File: config.mk
export PLATFORM = sky130hd
export DESIGN_NAME = virtual_source
export DESIGN_NICKNAME = d
export VERILOG_FILES = /design/src/rtl/virtual_source.sv
export SDC_FILE = /design/constraint.sdc
export NUM_CORES = 1
export LEC_CHECK = 0
export CORE_ASPECT_RATIO = 0.8
export CORE_UTILIZATION = 45
export CTS_BUF_LIST = sky130_fd_sc_hd__clkbuf_4
export DETAILED_ROUTE_END_ITERATION = 8
export GPL_TIMING_DRIVEN = 1
export PLACE_DENSITY = 0.7
export SLEW_MARGIN = 15
export SYNTH_ARGS = -nofsm -noshare
export SYNTH_HDL_FRONTEND = slang
export SYNTH_SLANG_ARGS = --single-unit
File: constraint.sdc
create_clock -name clk_i -period 2.3 [get_ports clk_i]
set_input_delay 0.46 -clock clk_i [delete_from_list [all_inputs] [get_ports clk_i]]
set_output_delay 0.46 -clock clk_i [all_outputs]
set_load 0.02 [all_outputs]
File: src/rtl/virtual_source.sv
// virtual_source: injects a fixed-length stream of sequence-numbered flits into one NI ingress port.
// Optional feature macro VSRC_CREDIT_EN: credit-based flow control instead of valid/ready.
module virtual_source #(
  parameter int unsigned num_flits    = 1000,
  parameter int unsigned gap          = 0,
  parameter int unsigned x            = 0,
  parameter int unsigned y            = 0,
  parameter int unsigned credit_depth = 4,
  parameter int unsigned DW           = 32
) (
  input  logic          clk_i,
  input  logic          rst_i,
  input  logic          start_i,
  output logic [DW-1:0] data_o,
  output logic          valid_o,
  input  logic          ready_i,
`ifdef VSRC_CREDIT_EN
  input  logic          credit_upd_i,
`endif
  output logic          busy_o,
  output logic          done_o,
  output logic [31:0]   sent_cnt_o
);

  localparam int unsigned GW       = (gap > 1) ? $clog2(gap + 1) : 1;
  localparam logic [7:0]  X8       = 8'(x);
  localparam logic [7:0]  Y8       = 8'(y);
  localparam logic [31:0] LAST_IDX = 32'(num_flits - 1);
  localparam bit          HAS_GAP  = (gap != 0);
  localparam bit          NO_FLITS = (num_flits == 0);

  typedef enum logic [1:0] {IDLE, SEND, GAP, DONE} state_e;

  state_e        state;
  logic [15:0]   seq;
  logic [GW-1:0] gap_cnt;
  logic          xfer_c;
  logic          can_send_c;

  function automatic logic [DW-1:0] flit(input logic [15:0] s);
    return DW'({X8, Y8, s});
  endfunction

`ifdef VSRC_CREDIT_EN
  localparam int unsigned    CW   = $clog2(credit_depth + 1);
  localparam logic [CW-1:0]  CMAX = CW'(credit_depth);

  logic [CW-1:0] credits;
  logic [CW-1:0] credits_nxt_c;
  logic          unused_ready;

  assign unused_ready = ready_i;
  assign xfer_c       = valid_o;

  // Net credit change; a transfer and a return in the same cycle cancel out
  always_comb begin
    credits_nxt_c = credits;
    if (xfer_c && !credit_upd_i)
      credits_nxt_c = credits - CW'(1);
    else if (!xfer_c && credit_upd_i && (credits != CMAX))
      credits_nxt_c = credits + CW'(1);
  end

  assign can_send_c = (credits_nxt_c != '0);

  always_ff @(posedge clk_i) begin
    if (rst_i) begin
      credits <= CMAX;
    end else begin
      credits <= credits_nxt_c;
`ifndef SYNTHESIS
      assert (!(credit_upd_i && !xfer_c && (credits == CMAX)))
        else $error("time %0t: node (%0d, %0d) credit overflow", $time, x, y);
`endif
    end
  end
`else
  localparam int unsigned unused_credit_depth = credit_depth;

  assign xfer_c     = valid_o & ready_i;
  assign can_send_c = 1'b1;
`endif

  // Main sequencer; every output is a register so nothing from ready_i reaches valid_o
  always_ff @(posedge clk_i) begin
    if (rst_i) begin
      state      <= IDLE;
      valid_o    <= 1'b0;
      data_o     <= '0;
      busy_o     <= 1'b0;
      done_o     <= 1'b0;
      sent_cnt_o <= '0;
      seq        <= '0;
      gap_cnt    <= '0;
    end else begin
      case (state)
        IDLE, DONE: begin
          if (start_i) begin
            sent_cnt_o <= '0;
            seq        <= '0;
            data_o     <= flit(16'd0);
            if (NO_FLITS) begin
              state   <= DONE;
              valid_o <= 1'b0;
              busy_o  <= 1'b0;
              done_o  <= 1'b1;
`ifndef SYNTHESIS
              $display("time %0t: node (%0d, %0d) finished transmitting 0 flits", $time, x, y);
`endif
            end else begin
              state   <= SEND;
              valid_o <= can_send_c;
              busy_o  <= 1'b1;
              done_o  <= 1'b0;
            end
          end
        end
        SEND: begin
          if (xfer_c) begin
            seq        <= seq + 16'd1;
            sent_cnt_o <= sent_cnt_o + 32'd1;
`ifndef SYNTHESIS
            if (sent_cnt_o == 32'd0)
              $display("time %0t: node (%0d, %0d) starting transmitting", $time, x, y);
`endif
            if (sent_cnt_o == LAST_IDX) begin
              state   <= DONE;
              valid_o <= 1'b0;
              busy_o  <= 1'b0;
              done_o  <= 1'b1;
`ifndef SYNTHESIS
              $display("time %0t: node (%0d, %0d) finished transmitting %0d flits",
                       $time, x, y, num_flits);
`endif
            end else begin
              data_o <= flit(seq + 16'd1);
              if (HAS_GAP) begin
                state   <= GAP;
                valid_o <= 1'b0;
                gap_cnt <= GW'(gap);
              end else begin
                valid_o <= can_send_c;
              end
            end
          end else begin
            valid_o <= can_send_c;
          end
        end
        GAP: begin
          if (gap_cnt <= GW'(1)) begin
            state   <= SEND;
            valid_o <= can_send_c;
          end else begin
            gap_cnt <= gap_cnt - GW'(1);
          end
        end
        default: state <= IDLE;
      endcase
    end
  end

endmodule
==> flow_summary.toml <==
[run_status]
outcome = "completed"

[routing]
num_vias = 3197
drc = 0
first_iter_violations = 152
dr.pass1.iters = 5
postRouteAntennaNets = 0
via_per_inst = 5.46
routed_wl_um = 8600
wl_per_cell_um = 14.7

[clock_tree]
htree_num_levels = 3
cts-buffers-inserted = 9
cts_tree = "built"
cts.path.max_buffers = 2
cts.clk_slew.worst_paths_ns = 0.12
clock_sinks = 69
cts_root_buf = "clkbuf_4"
clkLatencyLatePin_ns = 0.43

[die]
die_h_um = 81.2
coreArea_um2 = 7500
ios = 71
initial_utilization_pct = 47.1
die-area_um2 = 8200
die_w_um = 101
rows = 28

[sta]
worst_slew_pin_slew_ns = 0.517
finalSetupViolations = 0
final_hold_viol_count = 0
finalClockSkew_ns = 0.0190
finalCriticalPeriod_ns = 2.15
finalCritPeriodShare_pct = 93.3
relSlewSlack_pct = 65.4
setup_tns_ns = 0
max_freq_ghz = 0.466
slew_viol_final = 0
rsz0062_at_grt = "false"
setup_slack_ns = 0.154

[setup_path]
cpLargestDelayFamily = "simple AND/OR/NAND/NOR gates"
cp.depth = 7
r2r_setup_slack_ns = 0.15
cp_data_arrival_time_ns = 2.51
cp_max_fo = 11
cp-start-kind = "register"
critical_path.endpoint_type = "register"
r2r_start = "sent_cnt_o[1]$_SDFFE_PP0P_"
rr_worst_depth = 7
cp.required_ns = 2.67
cp_slowest_cell = "dfxtp_1"
slowest_delay_ns = 0.44
path_buf_inv = 1
r2r_end = "data_o[1]$_SDFFE_PP0P_"
crit_chain = "ha_1 -> nor4bb_1 -> nand3_1 -> nor3_1 -> buf_4 -> mux2_2 -> a21oi_1"
crit_type = "register to register"

[logic_synthesis]
ys_warn_count = 0
synth_cell_types = 56
synth-async-reset-ratio_pct = 0
ys_seq_elements = 69
syn_area_um2 = 3530
yosys.area.top_type_share_pct = 39.1
synth-edff-count = 0
yosys.area.top_type = "dfxtp_1"
yosys-top-cells-area = "dfxtp_1, xnor2_1, nor2_1"
yosys_most_used_dff = "dfxtp_1"
avgSynthCellArea_um2 = 8.48
synthCells = 416
seq_area_frac_synth_pct = 39.1

[min_path]
min_path_cells = 1
min_path_type = "register to register"
holdPathEnd = "data_o[11]$_SDFFE_PP0P_"
min_from = "data_o[11]$_SDFFE_PP0P_"

[power]
powerDensity_nw_per_um2 = 487
ir_drop_uv = 243
p_total_mw = 2.10
p_leak_nw = 1.40

[placed_design]
dp_cells = 571
port-buffer-count = 54
place_hpwl_um = 6100
place_ws_ns = 0.0546
gp_congestion = 0.829

[finish]
synthToLayoutAreaGrowth_pct = 22.0
stdcell_count = 586
antennaDiodeCount = 0
nets = 484
mostFrequentLayoutCells = "dfxtp_1, clkdlybuf4s50_1, nor2_1"
post_route_cells_drive_above_1_share_pct = 9.98
seq_area_um2 = 1380
multi_input_area_um2 = 1960
fill_cells = 701
layout_commonest_cell = "dfxtp_1"

[run]
cap_violations = 0

[global_routing]
grt_pass1_vias = 2749
grt-ovfl-total = 0
grt_pass1_wl_um = 13900
grt_max_degree = 32
antenna_found_initial = 0
grt_usage_pct = 22.2
## final cells by class
type                            count  area share, %
Tap cell                          105           3.05
Sequential cell                    69           32.1
Clock inverter                      5          0.668
Inverter                            8          0.697
Clock buffer                       10           1.74
Multi-Input combinational cell    315           45.5
Timing Repair Buffer               74           16.3
## worst reg2reg max path, cell delays in order, from the launching register on
cell and delay (ns):
dfxtp_1 0.44, ha_1 0.27, nor4bb_1 0.25, nand3_1 0.22, nor3_1 0.19, buf_4 0.24, mux2_2 0.35, a21oi_1 0.13
## worst max-delay path by stage
stage	from	to	slack [ns]
finish	sent_cnt_o[1]$_SDFFE_PP0P_	data_o[1]$_SDFFE_PP0P_	0.15
global route	sent_cnt_o[1]$_SDFFE_PP0P_	data_o[1]$_SDFFE_PP0P_	0.009
CTS	sent_cnt_o[1]$_SDFFE_PP0P_	data_o[5]$_SDFFE_PP0P_	0.19
detailed placement	start_i	sent_cnt_o[27]$_SDFFE_PP0P_	0.05
global placement	start_i	sent_cnt_o[27]$_SDFFE_PP0P_	0.10
floorplan	sent_cnt_o[0]$_SDFFE_PP0P_	data_o[1]$_SDFFE_PP0P_	0.31
## cells by family after synthesis
| logic type | Yosys count | share of synthesized area (%) |
|---|---|---|
| multiplexers | 3 | 1.03 |
| buffers and inverters | 47 | 7.13 |
| adder cells (fa/ha/maj) | 3 | 1.06 |
| AND/OR/NAND/NOR | 183 | 28.1 |
| AO/OA/AOI/OAI | 75 | 14.8 |
| flip-flops | 69 | 39.1 |
| XOR/XNOR | 35 | 8.68 |
| other | 1 | 0.106 |
## sequential cells by signal (all words and copies together) (netlist names)
name and count:
busy_o 1, data_o 16, done_o 1, sent_cnt_o 32, seq 16, state 2, valid_o 1
## synthesized netlist by cell type (5+ instances only)
master     count
a21oi_1       25
and3_1         6
and4_1         6
buf_4         19
clkbuf_1      16
dfxtp_1       69
inv_1          8
nand2_1       29
nand2b_1       5
nand3_1       20
nand4_1       10
nor2_1        49
nor3_1         9
nor4_1        14
o21ai_0       11
o2bb2ai_1      7
o41ai_1        5
or3_1          7
xnor2_1       22
xor2_1        13
## power by group
group / internal, mW / switching (mW)
clock network: 0.221 / 0.442
logic: 0.0730 / 0.152
registers: 1.20 / 0.00677
total: 1.50 / 0.601
## per-stage QoR
step,util [%],area (µm²),hold WS [ns]
after floorplan,-,3590,0.443
after global placement,56.0,4200,0.445
after detailed placement,56.0,4200,0.449
after CTS,57.4,4300,0.475
after global routing,57.5,4310,0.486
final,57.5,4310,0.475
## timing repair
action,in CTS,in global routing
setup buffers,0,0
endpoints found under the setup margin,0,1
hold buffers,0,0
gates resized for setup,0,1
hold endpoints to repair,0,0
## layer usage
layer | wire (µm) | part of all wire [%] | track usage, % | vias to the layer above
met4 | 63 | 0.73 | 7.39 | 0
met1 | 4420 | 51 | 32.5 | 1495
met2 | 3610 | 42 | 31.2 | 115
met5 | 0 | 0 | 0 | -
met3 | 505 | 5.9 | 6.02 | 6
li1 | - | - | - | 1581
Power figures use the tool's default switching activity.
